$ cat src/rtl/branch_pkg.sv
// branch_pkg: opcode encodings, predictor reset value and branch-class helper shared by the branch unit.
package branch_pkg;
  typedef enum logic [3:0] {
    OP_BLT  = 4'b1000,
    OP_BLTU = 4'b1001,
    OP_BLEZ = 4'b1010,
    OP_BEQ  = 4'b1011,
    OP_BNE  = 4'b1100,
    OP_BGEZ = 4'b1101,
    OP_BGTZ = 4'b1110,
    OP_BLTZ = 4'b1111
  } op_e;
  localparam logic [1:0] PRED_INIT = 2'b01;
  function automatic logic is_branch(input logic [3:0] op);
    return op >= OP_BLT;
  endfunction
endpackage

$ cat src/rtl/branch_resolve_unit_if.sv
// branch_resolve_unit_if: request and result handshake bundle of the branch resolve unit.
interface branch_resolve_unit_if #(parameter int DATA_W = 32, parameter int PC_W = 32);
  logic              in_valid;
  logic              in_ready;
  logic [3:0]        in_op;
  logic [DATA_W-1:0] in_rs;
  logic [DATA_W-1:0] in_rt;
  logic [PC_W-1:0]   in_pc;
  logic [15:0]       in_offset;
  logic              out_valid;
  logic              out_ready;
  logic              out_taken;
  logic              out_pred;
  logic              out_mispredict;
  logic [PC_W-1:0]   out_next_pc;
  modport master(output in_valid, in_op, in_rs, in_rt, in_pc, in_offset, out_ready,
                 input in_ready, out_valid, out_taken, out_pred, out_mispredict, out_next_pc);
  modport slave(input in_valid, in_op, in_rs, in_rt, in_pc, in_offset, out_ready,
                output in_ready, out_valid, out_taken, out_pred, out_mispredict, out_next_pc);
endinterface

$ cat src/rtl/branch_cond.sv
// branch_cond: combinational branch condition evaluation; non-branch opcodes are never taken.
module branch_cond import branch_pkg::*; #(parameter int DATA_W = 32) (
  input  logic [3:0]        op,
  input  logic [DATA_W-1:0] rs,
  input  logic [DATA_W-1:0] rt,
  output logic              taken
);
  logic ltz, lez;
  always_comb begin
    ltz = rs[DATA_W-1];
    lez = ltz | ~|rs;
    taken = (op == OP_BEQ)  ? rs == rt :
            (op == OP_BNE)  ? rs != rt :
            (op == OP_BLEZ) ? lez :
            (op == OP_BGTZ) ? !lez :
            (op == OP_BLTZ) ? ltz :
            (op == OP_BGEZ) ? !ltz :
            (op == OP_BLT)  ? $signed(rs) < $signed(rt) :
            (op == OP_BLTU) ? rs < rt : 1'b0;
  end
endmodule

$ cat src/rtl/branch_resolve_unit.sv
// branch_resolve_unit: resolves branches with a 2-bit predictor table, one-deep result register and stats.
module branch_resolve_unit import branch_pkg::*; #(
  parameter int DATA_W     = 32,
  parameter int PC_W       = 32,
  parameter int PRED_DEPTH = 16,
  parameter int CNT_W      = 16
) (
  input  logic              Clk,
  input  logic              Reset,
  branch_resolve_unit_if.slave bus,
  input  logic              flush,
  input  logic              stat_clear,
  output logic [CNT_W-1:0]  stat_branches,
  output logic [CNT_W-1:0]  stat_mispredicts
);
  localparam int IW = $clog2(PRED_DEPTH);
  logic accept, load, br, taken, pred, mis;
  logic [IW-1:0] idx;
  logic [PC_W-1:0] seq_pc, tgt_pc;
  logic out_valid_q, out_valid_d, taken_q, taken_d, pred_q, pred_d, mis_q, mis_d;
  logic [PC_W-1:0] next_pc_q, next_pc_d;
  logic [PRED_DEPTH-1:0][1:0] ctr_q, ctr_d;
  logic [CNT_W-1:0] br_cnt_q, br_cnt_d, mis_cnt_q, mis_cnt_d;
  branch_cond #(.DATA_W(DATA_W)) u_cond (.op(bus.in_op), .rs(bus.in_rs), .rt(bus.in_rt), .taken(taken));
  assign bus.in_ready       = !Reset & (!out_valid_q | bus.out_ready);
  // held result is hidden during reset so no output handshake completes in that cycle
  assign bus.out_valid      = out_valid_q & !Reset;
  assign bus.out_taken      = taken_q;
  assign bus.out_pred       = pred_q;
  assign bus.out_mispredict = mis_q;
  assign bus.out_next_pc    = next_pc_q;
  assign stat_branches      = br_cnt_q;
  assign stat_mispredicts   = mis_cnt_q;
  always_comb begin
    accept = bus.in_valid & bus.in_ready;
    load = accept & !flush;
    br = is_branch(bus.in_op);
    idx = bus.in_pc[IW+1:2];
    pred = ctr_q[idx][1];
    mis = br & (taken ^ pred);
    seq_pc = bus.in_pc + PC_W'(4);
    tgt_pc = seq_pc + PC_W'($signed({bus.in_offset, 2'b00}));
    out_valid_d = load | (out_valid_q & !flush & !bus.out_ready);
    taken_d = load ? taken : taken_q;
    pred_d = load ? pred : pred_q;
    mis_d = load ? mis : mis_q;
    next_pc_d = load ? (taken ? tgt_pc : seq_pc) : next_pc_q;
    ctr_d = ctr_q;
    ctr_d[idx] = !(accept & br) ? ctr_q[idx] :
                 taken ? (&ctr_q[idx] ? 2'd3 : ctr_q[idx] + 2'd1) :
                         (|ctr_q[idx] ? ctr_q[idx] - 2'd1 : 2'd0);
    br_cnt_d = stat_clear ? '0 : br_cnt_q + CNT_W'(accept & br & ~&br_cnt_q);
    mis_cnt_d = stat_clear ? '0 : mis_cnt_q + CNT_W'(accept & mis & ~&mis_cnt_q);
  end
  always_ff @(posedge Clk) begin
    if (Reset) begin
      out_valid_q <= 1'b0;
      taken_q <= 1'b0;
      pred_q <= 1'b0;
      mis_q <= 1'b0;
      next_pc_q <= '0;
      ctr_q <= {PRED_DEPTH{PRED_INIT}};
      br_cnt_q <= '0;
      mis_cnt_q <= '0;
    end else begin
      out_valid_q <= out_valid_d;
      taken_q <= taken_d;
      pred_q <= pred_d;
      mis_q <= mis_d;
      next_pc_q <= next_pc_d;
      ctr_q <= ctr_d;
      br_cnt_q <= br_cnt_d;
      mis_cnt_q <= mis_cnt_d;
    end
  end
endmodule

$ cat src/flat_wrapper.sv
// flat-port wrapper written by rule: the top's interface ports become plain ports
module branch_resolve_unit_flat import branch_pkg::*;
#(
  parameter int DATA_W     = 32,
  parameter int PC_W       = 32,
  parameter int PRED_DEPTH = 16,
  parameter int CNT_W      = 16
)
  (Clk, Reset, flush, stat_clear, stat_branches, stat_mispredicts, bus_in_valid, bus_in_op, bus_in_rs, bus_in_rt, bus_in_pc, bus_in_offset, bus_out_ready, bus_in_ready, bus_out_valid, bus_out_taken, bus_out_pred, bus_out_mispredict, bus_out_next_pc);
  branch_resolve_unit_if #(.DATA_W(DATA_W), .PC_W(PC_W)) bus_i ();
  input  logic Clk;
  input  logic Reset;
  input  logic flush;
  input  logic stat_clear;
  output logic [CNT_W-1:0] stat_branches;
  output logic [CNT_W-1:0] stat_mispredicts;
  input wire logic [$bits(bus_i.in_valid)-1:0] bus_in_valid;
  input wire logic [$bits(bus_i.in_op)-1:0] bus_in_op;
  input wire logic [$bits(bus_i.in_rs)-1:0] bus_in_rs;
  input wire logic [$bits(bus_i.in_rt)-1:0] bus_in_rt;
  input wire logic [$bits(bus_i.in_pc)-1:0] bus_in_pc;
  input wire logic [$bits(bus_i.in_offset)-1:0] bus_in_offset;
  input wire logic [$bits(bus_i.out_ready)-1:0] bus_out_ready;
  output wire logic [$bits(bus_i.in_ready)-1:0] bus_in_ready;
  output wire logic [$bits(bus_i.out_valid)-1:0] bus_out_valid;
  output wire logic [$bits(bus_i.out_taken)-1:0] bus_out_taken;
  output wire logic [$bits(bus_i.out_pred)-1:0] bus_out_pred;
  output wire logic [$bits(bus_i.out_mispredict)-1:0] bus_out_mispredict;
  output wire logic [$bits(bus_i.out_next_pc)-1:0] bus_out_next_pc;
  assign bus_i.in_valid = bus_in_valid;
  assign bus_i.in_op = bus_in_op;
  assign bus_i.in_rs = bus_in_rs;
  assign bus_i.in_rt = bus_in_rt;
  assign bus_i.in_pc = bus_in_pc;
  assign bus_i.in_offset = bus_in_offset;
  assign bus_i.out_ready = bus_out_ready;
  assign bus_in_ready = bus_i.in_ready;
  assign bus_out_valid = bus_i.out_valid;
  assign bus_out_taken = bus_i.out_taken;
  assign bus_out_pred = bus_i.out_pred;
  assign bus_out_mispredict = bus_i.out_mispredict;
  assign bus_out_next_pc = bus_i.out_next_pc;
  branch_resolve_unit #(.DATA_W(DATA_W), .PC_W(PC_W), .PRED_DEPTH(PRED_DEPTH), .CNT_W(CNT_W)) u_core (.Clk(Clk), .Reset(Reset), .bus(bus_i), .flush(flush), .stat_clear(stat_clear), .stat_branches(stat_branches), .stat_mispredicts(stat_mispredicts));
endmodule
$ cat config.mk
export PLATFORM = sky130hd
export DESIGN_NAME = branch_resolve_unit_flat
export DESIGN_NICKNAME = d
export VERILOG_FILES = /design/src/rtl/branch_pkg.sv /design/src/rtl/branch_resolve_unit_if.sv /design/src/rtl/branch_cond.sv /design/src/rtl/branch_resolve_unit.sv /design/src/flat_wrapper.sv
export SDC_FILE = /design/constraint.sdc
export NUM_CORES = 1
export LEC_CHECK = 0
export CELL_PAD_IN_SITES_DETAIL_PLACEMENT = 1
export CELL_PAD_IN_SITES_GLOBAL_PLACEMENT = 1
export CORE_MARGIN = 10
export CORE_UTILIZATION = 36
export DETAILED_ROUTE_END_ITERATION = 6
export MAX_ROUTING_LAYER = met4
export PLACE_DENSITY_LB_ADDON = 0.1
export SLEW_MARGIN = 40
export SYNTH_ARGS = -nofsm -noshare
export SYNTH_HDL_FRONTEND = slang
export SYNTH_HIERARCHICAL = 1
export SYNTH_SLANG_ARGS = --single-unit
$ cat constraint.sdc
create_clock -name Clk -period 5.2 [get_ports Clk]
set_input_delay 0.78 -clock Clk [delete_from_list [all_inputs] [get_ports Clk]]
set_output_delay 0.78 -clock Clk [all_outputs]
set_load 0.01 [all_outputs]
==> results of run 1 <==
[kinds of logic after synthesis]
| group | after synthesis |
|---|---|
| muxes | 16 |
| AOI/OAI and AO/OA | 248 |
| adders and majority gates | 77 |
| buffers and inverters | 84 |
| DFF | 100 |
| xor gates and xnor gates | 72 |
| and+or+nand+nor | 346 |
[flip-flops by register name (all words and copies together) (netlist names)]
signal / flops
u_core/stat_mispredicts: 16
u_core/bus.out_taken: 1
u_core/bus.out_pred: 1
u_core/bus.out_mispredict: 1
u_core/stat_branches: 16
u_core/bus.out_next_pc: 32
u_core/out_valid_q: 1
u_core/ctr_q: 32
[layer usage]
metal / vias up / wire [microns] / global-route usage [%]
met5: - / 0 / -
met3: 14 / 1411 / 3.830
li1: 3779 / - / -
met2: 161 / 12600 / 33.08
met1: 3668 / 12420 / 24.51
met4: 0 / 206 / 3.899
[path summary, 6_finish.rpt]
path                             start                     endpoint  slack [ps]
min reg2reg  u_core/bus.out_next_pc[8]    u_core/bus.out_next_pc[8]         460
max                      bus_in_rt[14]  u_core/stat_mispredicts[12]         440
min          u_core/bus.out_next_pc[8]    u_core/bus.out_next_pc[8]         460
max reg2reg           u_core/ctr_q[13]  u_core/stat_mispredicts[12]        2160
[cell type report]
class	count	area [sq um]	share of cell area (%)
Multi-Input combinational cell	759	5122	51.23
Timing Repair Buffer	209	2052	20.52
Sequential cell	100	2002	20.02
Tap cell	270	337.8	3.379
Clock buffer	9	225.2	2.253
Inverter	49	183.9	1.840
Clock inverter	7	72.57	0.7258
Antenna cell	1	2.502	0.02503
[power by group]
part           internal (mW)  switching (mW)
Clock                  0.338           0.346
Sequential             0.783          0.0105
Combinational          0.272           0.296
[metrics by stage]
| step | hold slack, ps | std cells | instance area (sq um) | utilization [%] |
|---|---|---|---|---|
| final | 459.3 | 1404 | 9998 | 49.25 |
| after global routing | 490.1 | 1403 | 9996 | 49.24 |
| after CTS | 465.7 | 1403 | 9996 | 49.24 |
| after detailed placement | 449.6 | 1387 | 9698 | 47.77 |
| after global placement | 444.4 | 1387 | 9696 | 47.76 |
| after floorplan | 446.5 | 943 | 7443 | - |
[placed cells by master, fill, tap and decap left out, types with 6 or more instances in the layout]
cell and n:
clkdlybuf4s50_1 189, nand2_1 107, a21oi_1 107, dfxtp_1 100, nor2_1 93, ha_1 75
inv_1 49, nand3_1 42, xnor2_1 41, o21ai_0 33, xor2_1 31, o211ai_1 26
a21o_1 23, nand4_1 21, buf_4 18, a211oi_1 15, or3_1 13, nor3_1 12
nor4_1 11, clkbuf_16 9, nor2b_1 9, and3_1 8, mux4_1 8, and2_1 7
and4_1 6, o21a_1 6
[critical path, delay by kind of cell]
family,cells,cell delay [ps]
buffers and inverters,2,500
xor gates and xnor gates,1,170
and+or+nand+nor,6,1830
AOI/OAI and AO/OA,4,970
adders and majority gates,3,790
==> Implementation_results.wiki, run 1 <==
{| class="wikitable"
! Metric !! Value
|-
| Overflow left after global routing || 0
|-
| Total via count in the routed design || 7622
|-
| Unrepaired setup endpoints after global routing || false
|-
| Routability-driven placement congestion ratio || 0.8442
|-
| Critical-path cell list || clkdlybuf4s50_1 > inv_1 > ha_1 > nand4_1 > or4_1 > or3b_1 > o2111a_1 > a311oi_1 > o221ai_4 > xnor2_1 > nor3_1 > ha_1 > ha_1 > nand2_1 > or3_1 > a21oi_1
|-
| Achievable Freq || 210.3 MHz
|-
| Dominant register cell in the synthesized netlist || dfxtp_1
|-
| Layout Skew || 7.026 ps
|-
| Mapped Nets || 1141
|-
| Worst setup slack after layout || 443.9 ps
|-
| Class of the worst hold path || flop to flop
|-
| Slew Limit Headroom || 46.09%
|-
| Fraction of synthesized cell area in xor and xnor cells || 8.472%
|-
| Max Buffers Root-to-Sink || 2
|-
| Capturing element type of the critical path || flop
|-
| Via count of the first global-routing pass || 7842
|-
| Critical Path Start Type || input port
|-
| Post-synth ARST share || 0%
|-
| Largest family of logic cells by synthesized area || simple AND/OR/NAND/NOR gates
|-
| Layout Area Growth over Synthesis || 34.33%
|-
| Clock insertion delay at the later pin of the skew report || 360 ps
|-
| HPWL Detailed || 20.93 mm
|-
| Core ar. || 20300 sq um
|-
| Clock sink count || 100
|-
| Portion of synthesized cell area occupied by the leading cell type || 26.90%
|-
| Vias per std cell || 5.429
|-
| Residual DRC count || 0
|-
| Crit path max-delay cell type || or4_1
|-
| Actual transition at the worst max-transition pin || 808.5 ps
|-
| Place WS || 101.1 ps
|-
| First-pass GRT wire length || 41.99 mm
|-
| Max cap viols || 0
|-
| Multiplexer share of the synthesized area || 4.421%
|-
| Critical path class || input port to flop
|-
| Drt pass-1 iters || 4
|-
| Routed Wire Length || 26.63 mm
|-
| Initial DRC Count || 383
|-
| Endpoint arrival time on the critical path || 5040 ps
|-
| Hold violation count in the final report || 0
|-
| Starting Density || 36.67%
|-
| Clock-pin slew of the registers on the worst-case setup and hold paths || 80 ps
|-
| Worst reg2reg path depth || 9
|-
| Die Height || 163.8 microns
|-
| Standby leakage power || 4.000 nW
|-
| Final number of max-transition violations || 0
|-
| Largest area contributor in the netlist || dfxtp_1
|-
| Total design power || 2.045 mW
|-
| Clock tree root buffer cell || clkbuf_16
|-
| Number of nets in the layout || 1326
|-
| Sequential-to-total area share from yosys stat || 26.90%
|-
| Most common cell type on the critical path || ha_1
|-
| Result of the run || complete, no violations
|-
| Area of the mapped netlist || 7443 sq um
|-
| Setup repair bufs after CTS || 0
|-
| Total of hold buffers inserted after clock tree synthesis || 0
|-
| Core Rows || 52
|-
| Mean Syn Cell Area || 7.893 sq um
|-
| Synth cell count leaders || 107 x a21oi_1, 107 x nand2_1, 100 x dfxtp_1, 94 x nor2_1, 75 x ha_1
|-
| Worst Path Max Fanout || 6
|-
| TritonCTS clock tree || done
|-
| Req. time, crit path || 5490 ps
|-
| Worst hold stages || 2
|-
| Number of standard cells after synthesis || 943
|-
| Simple-Gate Fraction of Synth Area || 21.87%
|-
| #FFs+latches synth || 100
|-
| Number of inserted filler cells in the final layout || 2484
|-
| Average detailed-routed wire length per instance || 18.97 microns
|-
| Maximum vdd drop || 0.1350 mV
|-
| Post-synth cell types || 60
|-
| Resized cells post-CTS || 0
|-
| Minimum clock period after layout || 4756 ps
|-
| Post-synth EDFFs || 0
|-
| Port buffer count || 190
|-
| Area contributors post-synth || dfxtp_1 27%, ha_1 13%, a21oi_1 7.2%, nand2_1 5.4%, xnor2_1 4.8%
|-
| Number of antenna violations at the first check in global routing || 0
|-
| Number of buffers inserted during clock tree synthesis || 9
|-
| Area of the die || 26830 sq um
|-
| P per Cell Area || 204.5 nW/um^2
|-
| Number of nets with antenna violations after routing || 0
|-
| Period utilisation layout || 91.46%
|-
| Share of layout cells above drive strength 1 || 4.237%
|-
| Count of pins on the block boundary || 191
|-
| All-Layer GR Usage || 19.83%
|-
| Setup Viol. Count Final || 0
|-
| Die span in x || 163.8 microns
|-
| Number of levels in the clock H-tree || 3
|-
| Count of yosys warnings during synthesis || 6
|-
| Share of the synthesized area in compound gates (AO/OA/AOI/OAI) || 20.73%
|-
| Longest individual stage delay on the worst path || 570 ps
|-
| TNS Setup || 0 ps
|-
| Arithmetic-cell share of the synthesized area counting full adders, half adders and majority gates || 13.03%
|-
| Pin count of the biggest net entering global routing || 52
|}
No activity file was read; power rests on OpenSTA's default activity.
==> run 2: changes to the inputs <==
Settings changed: RECOVER_POWER set to 100.
==> run 2 against run 1 <==
Against the previous run: the flow now finishes with violations (max-capacitance violations, max-slew violations); final area shrank 0.31%; via count decreased by 0.29%; sequential power about the same; non-clock buffer count unchanged; sequential cell count stayed put.
==> Implementation_results.wiki, run 2 (synthesized netlist as in run 1, its figures left out) <==
{| class="wikitable"
! Metric !! Value
|-
| Capturing element type of the critical path || flop
|-
| Number of antenna violations at the first check in global routing || 0 (unchanged)
|-
| TritonCTS clock tree || done
|-
| Final number of max-transition violations || 81 (+81)
|-
| Max Buffers Root-to-Sink || 2 (unchanged)
|-
| Standby leakage power || 4.200 nW (+5.0%)
|-
| Initial DRC Count || 376 (-1.8%)
|-
| Routability-driven placement congestion ratio || 0.8442 (unchanged)
|-
| Total via count in the routed design || 7600 (-0.29%)
|-
| Unrepaired setup endpoints after global routing || false
|-
| TNS Setup || 0 ps (unchanged)
|-
| Max cap viols || 2 (+2)
|-
| Vias per std cell || 5.409 (-0.36%)
|-
| HPWL Detailed || 20.93 mm (unchanged)
|-
| Number of nets in the layout || 1326 (unchanged)
|-
| Cells after DPL || 1387 (unchanged)
|-
| Clock insertion delay at the later pin of the skew report || 360 ps (about the same)
|-
| Number of buffers inserted during clock tree synthesis || 9 (unchanged)
|-
| Setup Viol. Count Final || 0 (unchanged)
|-
| Number of levels in the clock H-tree || 3 (unchanged)
|-
| All-Layer GR Usage || 19.83% (unchanged)
|-
| Clock-pin slew of the registers on the worst-case setup and hold paths || 80 ps (about the same)
|-
| Share of layout cells above drive strength 1 || 3.354% (-0.88 points)
|-
| Number of nets with antenna violations after routing || 0 (unchanged)
|-
| Core Rows || 52 (unchanged)
|-
| Actual transition at the worst max-transition pin || 2562 ps (+1753 ps)
|-
| Die Height || 163.8 microns (unchanged)
|-
| Port buffer count || 190 (unchanged)
|-
| Clock tree root buffer cell || clkbuf_16
|-
| Overflow left after global routing || 0 (unchanged)
|-
| Starting Density || 36.67% (unchanged)
|-
| Count of pins on the block boundary || 191 (unchanged)
|-
| Minimum clock period after layout || 4772 ps (+15.89 ps)
|-
| Clock sink count || 100 (unchanged)
|-
| Residual DRC count || 0 (unchanged)
|-
| Endpoint arrival time on the critical path || 5040 ps (about the same)
|-
| Period utilisation layout || 91.77% (+0.31 points)
|-
| Worst hold stages || 2 (unchanged)
|-
| Achievable Freq || 209.6 MHz (-0.33%)
|-
| Failing checks || max-capacitance violations, max-slew violations
|-
| Area of the die || 26830 sq um (unchanged)
|-
| Layout Area Growth over Synthesis || 33.90%
|-
| Slew Limit Headroom || -70.80% (-120 points)
|-
| Drt pass-1 iters || 7 (+3)
|-
| Result of the run || finished with violations
|-
| Critical path class || input port to flop
|-
| Maximum vdd drop || 0.1356 mV (+0.42%)
|-
| Total of hold buffers inserted after clock tree synthesis || 0 (unchanged)
|-
| P per Cell Area || 204.2 nW/um^2 (-0.16%)
|-
| Worst reg2reg path depth || 9 (unchanged)
|-
| Req. time, crit path || 5470 ps (-20 ps)
|-
| First-pass GRT wire length || 41.99 mm (unchanged)
|-
| Commonest non-fill, non-tap cells in the layout || 119 x clkdlybuf4s50_1, 107 x nand2_1, 107 x a21oi_1
|-
| Via count of the first global-routing pass || 7842 (unchanged)
|-
| Average detailed-routed wire length per instance || 18.93 microns (-0.23%)
|-
| Class of the worst hold path || flop to flop
|-
| Critical Path Start Type || input port
|-
| Number of inserted filler cells in the final layout || 2492 (+0.32%)
|-
| Worst Path Max Fanout || 6 (unchanged)
|-
| Pin count of the biggest net entering global routing || 52 (unchanged)
|-
| Die span in x || 163.8 microns (unchanged)
|-
| Layout Skew || 6.838 ps (-0.1878 ps)
|-
| Most common cell after layout, fill and taps aside || clkdlybuf4s50_1
|-
| Core ar. || 20300 sq um (unchanged)
|-
| Final cell count without fillers || 1405 (+0.071%)
|-
| Hold violation count in the final report || 0 (unchanged)
|-
| Setup repair bufs after CTS || 0 (unchanged)
|-
| Routed Wire Length || 26.59 mm (-0.16%)
|-
| Resized cells post-CTS || 0 (unchanged)
|}
run 2: per-layer routing:
| layer | routed length [microns] | up-vias | track usage, % |
|---|---|---|---|
| met1 | 12410 | 3644 | 24.51 |
| met3 | 1414 | 12 | 3.830 |
| met2 | 12610 | 164 | 33.08 |
| met4 | 154 | 0 | 3.899 |
| met5 | 0 | - | - |
| li1 | - | 3780 | - |
run 2: area by class of cell:
cell class                      instances  area (sq um)  share of cell area (%)
Antenna cell                            2         5.005                 0.05021
Inverter                               49         183.9                   1.845
Tap cell                              270         337.8                   3.389
Sequential cell                       100          2002                   20.09
Timing Repair Buffer                  209          2027                   20.34
Clock inverter                          7         72.57                  0.7281
Multi-Input combinational cell        759          5114                   51.31
Clock buffer                            9         225.2                   2.260
run 2: worst max-delay path, cell delays in order:
cell and delay [ps]:
clkdlybuf4s50_1 460, inv_1 40, ha_1 300, nand4_1 150, or4_1 570, or3b_1 420, o2111a_1 260, a311oi_1 380
o221ai_4 180, xnor2_1 170, nor3_1 180, ha_1 240, ha_1 250, nand2_1 160, or3_1 350, a21oi_1 150
run 2: path summary, 6_finish.rpt:
| check | from | endpoint | slack, ps |
|---|---|---|---|
| worst max-delay path | bus_in_rt[14] | u_core/stat_mispredicts[12] | 430 |
| worst min-delay path | u_core/bus.out_pred | u_core/bus.out_pred | 460 |
| worst max register to register | u_core/ctr_q[13] | u_core/stat_mispredicts[12] | 2140 |
| worst min register to register | u_core/bus.out_pred | u_core/bus.out_pred | 460 |
run 2: metrics by stage:
step                      setup slack, ps  util, %  area (sq um)  total power [mW]  hold WS, ps
after floorplan                     912.2        -          7443             1.135        446.5
after global placement              234.1    47.76          9696             1.369        444.4
after detailed placement            101.1    47.77          9698             1.378        449.6
after CTS                           476.9    49.24          9996             2.074        465.7
after global routing                120.5    49.08          9962             2.156        486.8
final                               428.0    49.10          9967             2.035        456.5
run 2: where the power goes:
group	internal, mW	switching (mW)	total (mW)	leakage, nW
clock network	0.338	0.344	0.682	0.139
registers	0.783	0.00997	0.793	0.811
logic	0.264	0.296	0.560	3.25
total	1.39	0.650	2.04	4.20
